**src/rtl/axi_arb_pkg.sv**
```systemverilog
// Shared types and constants for the two-master AXI4-Lite read arbiter.
//   arb_state_t : arbiter FSM states
//   master_id_t : master index (0 = I-cache, 1 = D-cache)
//   RESP_*      : AXI read response encodings
package axi_arb_pkg;

  typedef enum logic [1:0] {
    IDLE = 2'd0,
    ADDR = 2'd1,
    DATA = 2'd2
  } arb_state_t;

  typedef logic [0:0] master_id_t;

  localparam logic [1:0] RESP_OKAY   = 2'b00;
  localparam logic [1:0] RESP_SLVERR = 2'b10;
  localparam logic [1:0] RESP_DECERR = 2'b11;

endpackage

```
**src/rtl/rr_arbiter2.sv**
```systemverilog
// Combinational 2-way grant selection.
// Build option: AXI_ARB_RR_EN
//   defined   : round-robin, the master not granted last wins a tie
//   undefined : fixed priority, master 1 wins a tie (no last-granted input)
// Ports:
//   req       : request vector {m1, m0}
//   last      : last-granted master (round-robin build only)
//   gnt_valid : at least one request present
//   gnt_id    : winning master
module rr_arbiter2
  import axi_arb_pkg::*;
(
  input  logic [1:0] req,
`ifdef AXI_ARB_RR_EN
  input  master_id_t last,
`endif
  output logic       gnt_valid,
  output master_id_t gnt_id
);

  assign gnt_valid = |req;

`ifdef AXI_ARB_RR_EN
  // On a tie the other master gets its turn; a lone request always wins.
  assign gnt_id = (req == 2'b11) ? ~last : req[1];
`else
  assign gnt_id = req[1];
`endif

endmodule

```
**src/rtl/axi_read_arbiter.sv**
```systemverilog
// Two-master AXI4-Lite read-channel arbiter in front of a single memory read port.
// One transaction in flight at a time: IDLE (arbitrate/accept) -> ADDR (issue to
// memory) -> DATA (route the beat back) -> IDLE.
// Build option: AXI_ARB_RR_EN selects round-robin tie breaking (default: fixed
// priority to master 1).
// Ports:
//   aclk, areset               : clock, asynchronous active-low reset
//   m0_ar*, m0_r*              : master 0 (I-cache) read address / data channels
//   m1_ar*, m1_r*              : master 1 (D-cache) read address / data channels
//   s_ar*, s_r*                : memory-side read address / data channels
//   busy                       : transaction in progress
//   grant                      : current or last granted master
module axi_read_arbiter
  import axi_arb_pkg::*;
#(
  parameter int unsigned ADDR_WIDTH = 32,
  parameter int unsigned DATA_WIDTH = 32
) (
  input  logic                  aclk,
  input  logic                  areset,

  input  logic                  m0_arvalid,
  output logic                  m0_arready,
  input  logic [ADDR_WIDTH-1:0] m0_araddr,
  input  logic [2:0]            m0_arprot,
  output logic                  m0_rvalid,
  input  logic                  m0_rready,
  output logic [DATA_WIDTH-1:0] m0_rdata,
  output logic [1:0]            m0_rresp,

  input  logic                  m1_arvalid,
  output logic                  m1_arready,
  input  logic [ADDR_WIDTH-1:0] m1_araddr,
  input  logic [2:0]            m1_arprot,
  output logic                  m1_rvalid,
  input  logic                  m1_rready,
  output logic [DATA_WIDTH-1:0] m1_rdata,
  output logic [1:0]            m1_rresp,

  output logic                  s_arvalid,
  input  logic                  s_arready,
  output logic [ADDR_WIDTH-1:0] s_araddr,
  output logic [2:0]            s_arprot,
  input  logic                  s_rvalid,
  output logic                  s_rready,
  input  logic [DATA_WIDTH-1:0] s_rdata,
  input  logic [1:0]            s_rresp,

  output logic                  busy,
  output logic                  grant
);

  arb_state_t            state_q, state_d;
  master_id_t            grant_q;
  logic [ADDR_WIDTH-1:0] araddr_q;
  logic [2:0]            arprot_q;
  logic                  gnt_valid;
  master_id_t            gnt_id;
  logic                  ar_hs;
  logic                  sel0, sel1;

`ifdef AXI_ARB_RR_EN
  master_id_t            last_q;
`endif

  rr_arbiter2 u_arb (
    .req       ({m1_arvalid, m0_arvalid}),
`ifdef AXI_ARB_RR_EN
    .last      (last_q),
`endif
    .gnt_valid (gnt_valid),
    .gnt_id    (gnt_id)
  );

  // FSM next state and AR-side ready; arready is only ever offered in IDLE.
  always_comb begin
    state_d    = state_q;
    m0_arready = 1'b0;
    m1_arready = 1'b0;
    ar_hs      = 1'b0;
    unique case (state_q)
      IDLE: begin
        if (gnt_valid) begin
          m0_arready = (gnt_id == 1'b0);
          m1_arready = (gnt_id == 1'b1);
          ar_hs      = 1'b1;
          state_d    = ADDR;
        end
      end
      ADDR: begin
        if (s_arready) state_d = DATA;
      end
      DATA: begin
        if (s_rvalid && s_rready) state_d = IDLE;
      end
      default: state_d = IDLE;
    endcase
  end

  always_ff @(posedge aclk or negedge areset) begin
    if (!areset) begin
      state_q  <= IDLE;
      grant_q  <= 1'b1;
      araddr_q <= '0;
      arprot_q <= '0;
`ifdef AXI_ARB_RR_EN
      last_q   <= 1'b1;
`endif
    end else begin
      state_q <= state_d;
      if (ar_hs) begin
        grant_q  <= gnt_id;
        araddr_q <= gnt_id[0] ? m1_araddr : m0_araddr;
        arprot_q <= gnt_id[0] ? m1_arprot : m0_arprot;
      end
`ifdef AXI_ARB_RR_EN
      if (state_q == DATA && s_rvalid && s_rready) last_q <= grant_q;
`endif
    end
  end

  assign s_arvalid = (state_q == ADDR);
  assign s_araddr  = araddr_q;
  assign s_arprot  = arprot_q;

  // R channel is a pure pass-through to the granted master; anything the memory
  // presents outside DATA (early or stale beats) is neither forwarded nor acked.
  assign sel0 = (state_q == DATA) && (grant_q == 1'b0);
  assign sel1 = (state_q == DATA) && (grant_q == 1'b1);

  assign m0_rvalid = sel0 & s_rvalid;
  assign m0_rdata  = sel0 ? s_rdata : '0;
  assign m0_rresp  = sel0 ? s_rresp : 2'b00;
  assign m1_rvalid = sel1 & s_rvalid;
  assign m1_rdata  = sel1 ? s_rdata : '0;
  assign m1_rresp  = sel1 ? s_rresp : 2'b00;
  assign s_rready  = (sel0 & m0_rready) | (sel1 & m1_rready);

  assign busy  = (state_q != IDLE);
  assign grant = grant_q[0];

endmodule

```
**config.mk**
```make
export PLATFORM = sky130hd
export DESIGN_NAME = axi_read_arbiter
export DESIGN_NICKNAME = d
export VERILOG_FILES = /design/src/rtl/axi_arb_pkg.sv /design/src/rtl/rr_arbiter2.sv /design/src/rtl/axi_read_arbiter.sv
export SDC_FILE = /design/constraint.sdc
export NUM_CORES = 1
export LEC_CHECK = 0
export ABC_CLOCK_PERIOD_IN_PS = 1100
export CAP_MARGIN = 20
export CORE_ASPECT_RATIO = 0.5
export CORE_MARGIN = 4
export CORE_UTILIZATION = 29
export CTS_CLUSTER_DIAMETER = 150
export DETAILED_ROUTE_END_ITERATION = 6
export MAX_ROUTING_LAYER = met4
export PLACE_DENSITY = 0.77
export SLEW_MARGIN = 20
export SYNTH_ARGS = -nofsm -noshare
export SYNTH_HDL_FRONTEND = slang
export SYNTH_HIERARCHICAL = 1
export SYNTH_SLANG_ARGS = --single-unit
```
**constraint.sdc**
```tcl
create_clock -name aclk -period 1.1 [get_ports aclk]
set_input_delay 0.11 -clock aclk [delete_from_list [all_inputs] [get_ports aclk]]
set_output_delay 0.11 -clock aclk [all_outputs]
set_load 0.005 [all_outputs]
```
==> flow_metrics.tcl, run 1 <==
set metrics [dict create \
    status "finished, violations left" \
    violations "negative setup slack" \
    synthesis.area_mm2 0.00249 \
    required_ps 990 \
    syn_to_final_growth_pct 139 \
    finalSetupViolCount 114 \
    finish.net_count 632 \
    synth_mux_area_share_pct 14.5 \
    dpl.cell_count 583 \
    clk_path_buf_depth 2 \
    port_buffers 222 \
    yosys-top-cells-area "dfrtp_1 (37%), and2_1 (18%), mux2i_1 (14%)" \
    arrival_ps 1590 \
    htreeDepth 2 \
    p_per_area_mw_per_mm2 2010 \
    worst-r2r-cell-count 9 \
    yosysMostFrequentCell "and2_1" \
    max_freq_mhz 590 \
    yosysUniqueCellTypes 25 \
    synth_top_area_cell "dfrtp_1" \
    finalWorstSetupSlack_ps -595 \
    avgSynthCellArea_um2 9.96 \
    worst-slew-pin-transition_ps 369 \
    io_pins 223 \
    cts_buffers 5 \
    setup.worst_path.start_class "flip-flop" \
    grt_pass1_wl_um 16200 \
    gr-usage-all-layers_pct 20.7 \
    synth.top_cells.by_count "and2_1 (71), dfrtp_1 (37), mux2i_1 (36), a21oi_2 (33), nor2_1 (33)" \
    vias_per_cell 4.45 \
    drcViolationCount 0 \
    fin_crit_ps 1700 \
    syn_nets 362 \
    synth_top_family_by_area "simple AND/OR/NAND/NOR gates" \
    grt_pass1_vias 2925 \
    clock_latency_ps 280 \
    cts_tree "built" \
    synthAdderAreaFrac_pct 0 \
    avgRoutedWirePerCell_um 17.6 \
    root_buffer "clkbuf_16" \
    yosysWarnings 6 \
    rsz0062_at_grt "true" \
    antenna_found_initial 0 \
    ys_seq_area_share_pct 38.2 \
    diodes 0 \
    grt_start_max_net_pins 39 \
    rows 23 \
    end_kind "output port" \
    die_h_um 73.5 \
    fin_skew_ps 4.61 \
    final-hold-violation-count 0 \
    synth-async-reset-ratio_pct 100 \
    crit_fanout 7 \
    r2r-end "s_araddr[28]" \
    routabilityCongestion 0.745 \
    p_total_mw 11.9 \
    finalCritPeriodShare_pct 154 \
    hpwl_um 7190 \
    core_mm2 0.00817 \
    yosys_register_bits 38 \
    synth-edff-count 0 \
    p_leak_nw 2.68 \
    grt_overflow 0 \
    reg2reg_slack_ps -490 \
    path_clk_slew_ps 60 \
    synthFlopType "dfrtp_1" \
    drv_slew 0 \
    peakVddDrop_uv 1140 \
    drt_wl_total_um 11100 \
    slew_headroom_pct 75.4 \
    synth_xor_area_share_pct 0 \
    synth-compound-area-share_pct 12.8 \
    synth_top_area_share_pct 37.2 \
    worstReg2RegStart "state_q[1]" \
    synthCells 250 \
    finalNonFillerCells 632 \
    drv_cap 0 \
    worst-setup-path-type "reg -> out" \
    postRouteAntennaNets 0 \
    min_path_type "in -> async" \
    firstDrtPassIters 4 \
    yosys.area_share.simple_pct 26.9 \
    clkSinkCount 38 \
    initial_core_util_pct 30.5 \
    die_w_um 139 \
    fp.dieArea_mm2 0.0102 \
    drt_first_iter_violations 69 \
    drive_gt1_share_pct 55.6 \
    num_vias 2811 \
]
==> sequential cells by signal, indices dropped and copies added (netlist names) <==
register  cells
s_araddr     32
s_arprot      3
grant         1
state_q       2
==> worst max-delay path, cell delays in order (launching register included) <==
cell       delay, ps
dfrtp_1          390
nand2b_4         160
buf_6            120
nor2_4           140
buf_12           130
clkbuf_16        140
and2_4           140
buf_6             90
==> logic make-up after synthesis <==
group / count (synthesis)
mux: 36
simple gates: 117
compound gates: 38
buf+inv: 21
flops: 38
==> power by group <==
part | switching [mW] | leakage (nW) | total [mW] | internal (mW)
registers | 0.462 | 0.420 | 2.57 | 2.11
logic | 3.05 | 2.17 | 7.71 | 4.66
clock network | 0.529 | 0.0829 | 1.65 | 1.12
total | 4.04 | 2.68 | 11.9 | 7.88
==> routing by layer <==
layer	global-route usage [%]	wire length, um
met1	23.4	4400
met4	5.10	162
met5	-	0
met3	3.32	407
met2	39.1	6130
==> area by class of cell <==
type,instances,area [um^2]
Fill cell,587,2230
Tap cell,112,140
Multi-Input combinational cell,191,1630
Sequential cell,38,952
Clock buffer,6,139
Inverter,2,7.51
Clock inverter,1,30.0
Timing Repair Buffer,282,3040
==> metrics by stage <==
step | TNS (ps) | util (%) | setup slack [ps] | hold slack, ps | area, um^2
finish | -55750 | 72.7 | -595 | 340 | 5940
global route | -62710 | 72.7 | -651 | 392 | 5940
CTS | -58360 | 68.3 | -644 | 352 | 5580
detailed placement | -57310 | 60.5 | -687 | 93.1 | 4950
global placement | -56330 | 60.5 | -694 | 91.6 | 4950
floorplan | -3790 | - | -72.7 | -186 | 2610
==> layout by cell type, fill, tap and decap left out, types with 2 or more instances in the layout <==
master           instances
nor2b_4                  2
clkdlybuf4s50_1        108
a21oi_2                 35
buf_2                    9
buf_6                   89
buf_12                   5
and2_1                   4
nor2_2                  32
nor2_4                   2
dfrtp_1                 37
mux2i_1                 35
nor2_1                   4
and2_4                  67
buf_16                  10
dlygate4sd2_1           35
buf_8                    2
clkbuf_16                6
buf_4                   20
==> worst max-delay path by stage <==
| stage | startpoint | slack [ps] | endpoint | depth (start not counted) |
|---|---|---|---|---|
| after floorplan | grant | -70 | m1_rdata[10] | 4 |
| after global placement | m0_arvalid | -690 | m1_arready | 5 |
| after detailed placement | m0_arvalid | -690 | m1_arready | 5 |
| after CTS | state_q[0] | -640 | m1_rdata[9] | 7 |
| after global routing | state_q[0] | -650 | m1_rdata[14] | 7 |
| final | state_q[0] | -600 | m1_rdata[20] | 7 |
==> what timing repair did <==
action                     4_1_cts  5_1_grt
pin swaps                       37       37
hold endpoints to repair        37        0
gates cloned                    12        1
gates resized for setup        411      112
setup buffers                   33        3
setup endpoints to repair      149      115
hold buffers                     1        0
Note: power is estimated with default switching activity, not from simulation.
==> run 2: changes to the inputs <==
- HOLD_SLACK_MARGIN: not set -> 0.02
- SKIP_LAST_GASP: not set -> 1
==> run 2 against run 1 <==
Effect of this change:
- the flow still finishes with violations (negative setup slack)
- maximum frequency down 0.19%
- count of clock-buffer cells in the layout unchanged
- clock power about the same
- via count unchanged
- critical path depth unchanged
- combinational power about the same
- flip-flop and latch count unchanged
- global-route usage about the same
- die area unchanged
- worst hold slack worse by 2.7 ps
- largest cell class unchanged
==> flow_metrics.tcl, run 2 (synthesis results as in run 1) <==
set metrics [dict create \
    path_clk_slew_ps 60 \
    slew_headroom_pct 75.4 \
    worst-setup-path-type "reg -> out" \
    switching_share_pct 34.0 \
    final-hold-violation-count 0 \
    gr-usage-all-layers_pct 20.7 \
    arrival_ps 1590 \
    setup.worst_path.start_class "flip-flop" \
    hold_slack_ps 338 \
    violations "negative setup slack" \
    finalNonFillerCells 633 \
    rsz0062_at_grt "true" \
    p_sw_mw 4.06 \
    p_per_area_mw_per_mm2 2010 \
    io_pins 223 \
    drt_wl_total_um 11100 \
    min_path_type "in -> async" \
    drt_first_iter_violations 91 \
    core_mm2 0.00817 \
    max_freq_mhz 589 \
    dpl.cell_count 583 \
    drv_slew 0 \
    fin_crit_ps 1700 \
    combPwrFrac_pct 64.7 \
    fp.dieArea_mm2 0.0102 \
    antenna_found_initial 0 \
    seqPwrFrac_pct 21.5 \
    port_buffers 222 \
    postRouteAntennaNets 0 \
    grt_pass1_wl_um 16200 \
    drv_cap 0 \
    initial_core_util_pct 30.5 \
    placed_area_mm2 0.00495 \
    avgRoutedWirePerCell_um 17.5 \
    status "finished, violations left" \
    htreeDepth 2 \
    die_h_um 73.5 \
    finalCritPeriodShare_pct 154 \
    mostFrequentLayoutCell "clkdlybuf4s50_1" \
    final_area_mm2 0.00594 \
    routabilityCongestion 0.745 \
    clkSinkCount 38 \
    clk_path_buf_depth 2 \
    p_total_mw 11.9 \
    cts_tree "built" \
    largest_reg_flops 32 \
    worst-slew-pin-transition_ps 369 \
    vias_per_cell 4.44 \
    finish.net_count 633 \
    syn_to_final_growth_pct 139 \
    clock_latency_ps 280 \
    crit_fanout 8 \
    peakVddDrop_uv 1140 \
    die_w_um 139 \
    p_leak_nw 2.68 \
    hpwl_um 7190 \
    grt_start_max_net_pins 39 \
    root_buffer "clkbuf_16" \
    grt_overflow 0 \
    finalSetupViolCount 114 \
    num_vias 2811 \
    clkPwrFrac_pct 13.8 \
    finalWorstSetupSlack_ps -599 \
    final_cell_mix "clkdlybuf4s50_1 (108), buf_6 (90), and2_4 (66)" \
    fin_skew_ps 3.88 \
    intPower_mw 7.89 \
    drcViolationCount 0 \
    end_kind "output port" \
    drive_gt1_share_pct 55.5 \
    grt_pass1_vias 2930 \
    firstDrtPassIters 4 \
    diodes 0 \
    cts_buffers 5 \
    required_ps 990 \
    rows 23 \
]
[run 2: routing by layer]
metal / up-vias / track usage, % / share of wire (%)
li1: 1361 / - / -
met1: 1354 / 23.3 / 40
met2: 88 / 39.1 / 56
met3: 8 / 3.32 / 3.3
met4: 0 / 5.31 / 1.2
met5: - / - / 0
[run 2: worst paths after layout]
check	end	depth (start not counted)	startpoint	slack (ps)
worst min-delay path	s_araddr[27]	3	areset	340
worst max register to register	s_araddr[28]	9	state_q[1]	-500
worst min register to register	s_araddr[25]	2	s_araddr[25]	510
max in group asynchronous	grant	3	areset	490
min in group aclk	state_q[1]	3	s_arready	420
worst max-delay path	m1_rdata[13]	7	state_q[0]	-600
[run 2: per-stage QoR]
step / TNS [ps] / utilization, % / worst slack [ps]
floorplan: -3790 / - / -72.7
global placement: -56330 / 60.5 / -694
detailed placement: -57310 / 60.5 / -687
CTS: -59880 / 69.0 / -647
global route: -63270 / 72.7 / -654
finish: -56380 / 72.7 / -599
[run 2: layout make-up]
cell class	count	area, um^2
timing repair buffer	283	3040
sequential	38	952
inverter	2	7.51
clock buffer	6	139
fill	584	2230
tap	112	140
multi-input combinational	191	1630
clock inverter	1	30.0
[run 2: critical path, stage by stage (launching register included)]
cell and delay [ps]:
dfrtp_1 380, nand2b_4 160, buf_6 120, nor2_4 140, buf_6 150, buf_16 130
and2_4 140, buf_6 80
[run 2: power by group through the flow]
stage          Clock [mW]  Combinational [mW]  Sequential, mW
5_1_grt              1.72                8.21            2.65
2_1_floorplan           0                2.70            2.66
3_3_place_gp            0                5.71            2.54
4_1_cts              1.66                7.35            2.54
6_report             1.65                7.72            2.57
3_5_place_dp            0                5.76            2.57
[run 2: what timing repair did]
item                                   CTS  global route
endpoints found under the hold margin   37             0
cloned                                  12             1
hold buffers                             1             0
setup endpoints to repair              149           115
pin swaps                               37            30
gates resized for setup                390           132
setup buffers                           33             5
==> run 3: changes to the inputs <==
- PLACE_DENSITY: 0.77 -> 0.76
- SYNTH_HIERARCHICAL: 1 -> not set
==> run 3 against run 2 <==
Effect of this change:
- the run still ends with negative setup slack left
- wire length is 0.14% lower
- die area rose by 2.0%
- via count shrank 4.4%
- design area increased by 2.1%
- maximum frequency is 5.1% lower
- area after synthesis rose by 2.2%
- combinational power rose by 2%
- worst setup slack worse by 91 ps
- worst hold slack got worse by 32 ps
- register-to-register slack is essentially flat
- critical path type unchanged
- highest routed layer unchanged
==> flow_metrics.tcl, run 3 <==
set metrics [dict create \
    synthesis.area_mm2 0.00255 \
    seq_area_um2 952 \
    fin_skew_ps 4.56 \
    slowest_stage "dfstp_2" \
    slew_headroom_pct 72.8 \
    worst-slew-pin-transition_ps 408 \
    r2r-end "s_araddr[20]" \
    drcViolationCount 0 \
    rows 23 \
    drv_cap 0 \
    avgRoutedWirePerCell_um 18.2 \
    required_ps 990 \
    max_stage_delay_ps 570 \
    worst-setup-path-type "reg -> out" \
    max_freq_mhz 559 \
    status "finished, violations left" \
    finalWorstSetupSlack_ps -690 \
    drt_wl_total_um 11000 \
    htreeDepth 2 \
    grt_overflow 0 \
    largest_reg_flops 32 \
    synth-edff-count 0 \
    grt_pass1_vias 2878 \
    yosysWarnings 0 \
    peakVddDrop_uv 1040 \
    hpwl_um 7260 \
    p_leak_nw 2.85 \
    fin_crit_ps 1790 \
    syn_nets 323 \
    reg2reg_slack_ps -500 \
    final_cell_mix "clkdlybuf4s50_1 (109), buf_6 (96), and2_4 (68)" \
    root_buffer "clkbuf_16" \
    violations "negative setup slack" \
    rsz0062_at_grt "true" \
    grt_pass1_wl_um 14800 \
    crit_fanout 5 \
    postRouteAntennaNets 0 \
    diodes 0 \
    mostFrequentLayoutCell "clkdlybuf4s50_1" \
    path_clk_slew_ps 60 \
    drt_first_iter_violations 58 \
    dpl.cell_count 551 \
    synth-async-reset-ratio_pct 100 \
    yosys-top-cells-area "dfrtp_1 (36%), mux2_2 (18%), and2_1 (17%)" \
    clock_latency_ps 280 \
    final_core_util_pct 73.4 \
    port_buffers 222 \
    multi_input_area_mm2 0.00169 \
    antenna_found_initial 0 \
    fp.dieArea_mm2 0.0104 \
    vias_per_cell 4.44 \
    initial_core_util_pct 30.8 \
    firstDrtPassIters 4 \
    cts_buffers 5 \
    synthFlopType "dfrtp_1" \
    ys_seq_area_share_pct 37.4 \
    final-hold-violation-count 0 \
    routabilityCongestion 0.774 \
    grt_start_max_net_pins 23 \
    yosysMostFrequentCell "and2_1" \
    core_mm2 0.00826 \
    yosys_register_bits 38 \
    yosysUniqueCellTypes 21 \
    io_pins 223 \
    finish.net_count 604 \
    die_h_um 74.3 \
    synth.top_cells.by_count "and2_1 (70), mux2_2 (41), dfrtp_1 (37), mux2_4 (29)" \
    finalSetupTns_ps -57500 \
    finalSetupViolCount 114 \
    setup.worst_path.start_class "flip-flop" \
    gr-usage-all-layers_pct 18.3 \
    cts_tree "built" \
    finalCritPeriodShare_pct 163 \
    arrival_ps 1680 \
    synth_top_area_cell "dfrtp_1" \
    path_cells "inv_2 -> nor2_4 -> buf_12 -> buf_8 -> buf_16 -> buf_6 -> and2_4 -> buf_6" \
    fillers 563 \
    syn_to_final_growth_pct 138 \
    worstReg2RegStart "state_q[1]" \
    min_path_type "in -> async" \
    num_vias 2686 \
    synthCells 211 \
    cp_common_cell "buf_6" \
    finalNonFillerCells 605 \
    avgSynthCellArea_um2 12.1 \
    drive_gt1_share_pct 60.6 \
    p_per_area_mw_per_mm2 1950 \
    clkSinkCount 38 \
    drv_slew 0 \
    synth_top_area_share_pct 36.4 \
    clk_path_buf_depth 2 \
    worst-r2r-cell-count 6 \
    end_kind "output port" \
    die_w_um 141 \
]
run 3: cell count changes after synthesis, moves of 3 or more:
cell | before | now
mux2_2 | 0 | 41
mux2i_1 | 36 | 1
a21oi_2 | 33 | 0
mux2_4 | 0 | 29
nor2_1 | 33 | 4
buf_8 | 3 | 0
run 3: worst max-delay path, delay by kind of cell, from the launching register on:
kind                   cells  cell delay (ps)
buffers and inverters      6              580
flip-flops                 1              570
AND/OR/NAND/NOR            2              260
run 3: logic make-up (layout without fill, tap and decap cells):
group	after synthesis	count (layout)	share of synthesized area, %
simple gates	81	82	19.8
mux	71	71	35.6
flops	38	38	37.4
buf+inv	17	298	6.14
compound gates	4	4	1.08
run 3: metal layers:
| metal | GRT usage (%) | routed length, um | vias up |
|---|---|---|---|
| met1 | 20.1 | 4170 | 1293 |
| met5 | - | 0 | - |
| met3 | 3.40 | 602 | 20 |
| met2 | 35.0 | 5990 | 106 |
| li1 | - | - | 1267 |
| met4 | 4.83 | 271 | 0 |
run 3: repair_timing:
item,in CTS,in global routing
setup buffers,33,12
hold buffers,1,0
endpoints found under the hold margin,10,0
cloned,8,3
endpoints found under the setup margin,149,115
gates resized for setup,369,132
pin swaps,10,19
run 3: stage by stage:
stage | power (mW) | hold slack (ps) | setup WS, ps | instance area, um^2
after floorplan | 5.35 | -186 | -282 | 2660
after global placement | 8.41 | 46.5 | -708 | 5060
final | 11.9 | 306 | -690 | 6060
after CTS | 10.9 | 308 | -754 | 5670
after global routing | 12.5 | 311 | -743 | 6060
after detailed placement | 8.49 | 48.0 | -720 | 5060
run 3: cell type report:
| cell class | instances | share of cell area [%] |
|---|---|---|
| repair buffers | 287 | 51.5 |
| clock inverters | 2 | 0.206 |
| inverters | 3 | 0.186 |
| flip-flops and latches | 38 | 15.7 |
| well taps | 112 | 2.31 |
| multi-input cells | 157 | 27.8 |
| clock buffers | 6 | 2.29 |
run 3: worst max path at each step:
stage | from | to
after floorplan | state_q[1] | s_araddr[10]
after CTS | state_q[0] | m0_rdata[12]
final | grant | m1_rresp[1]
after global placement | state_q[0] | m0_rdata[23]
after global routing | grant | m1_rdata[26]
after detailed placement | state_q[0] | m0_rdata[29]
run 3: where the power goes:
part	internal [mW]	total [mW]	switching, mW
sequential	2.14	2.54	0.402
clock	0.896	1.45	0.549
combinational	5.34	7.87	2.53
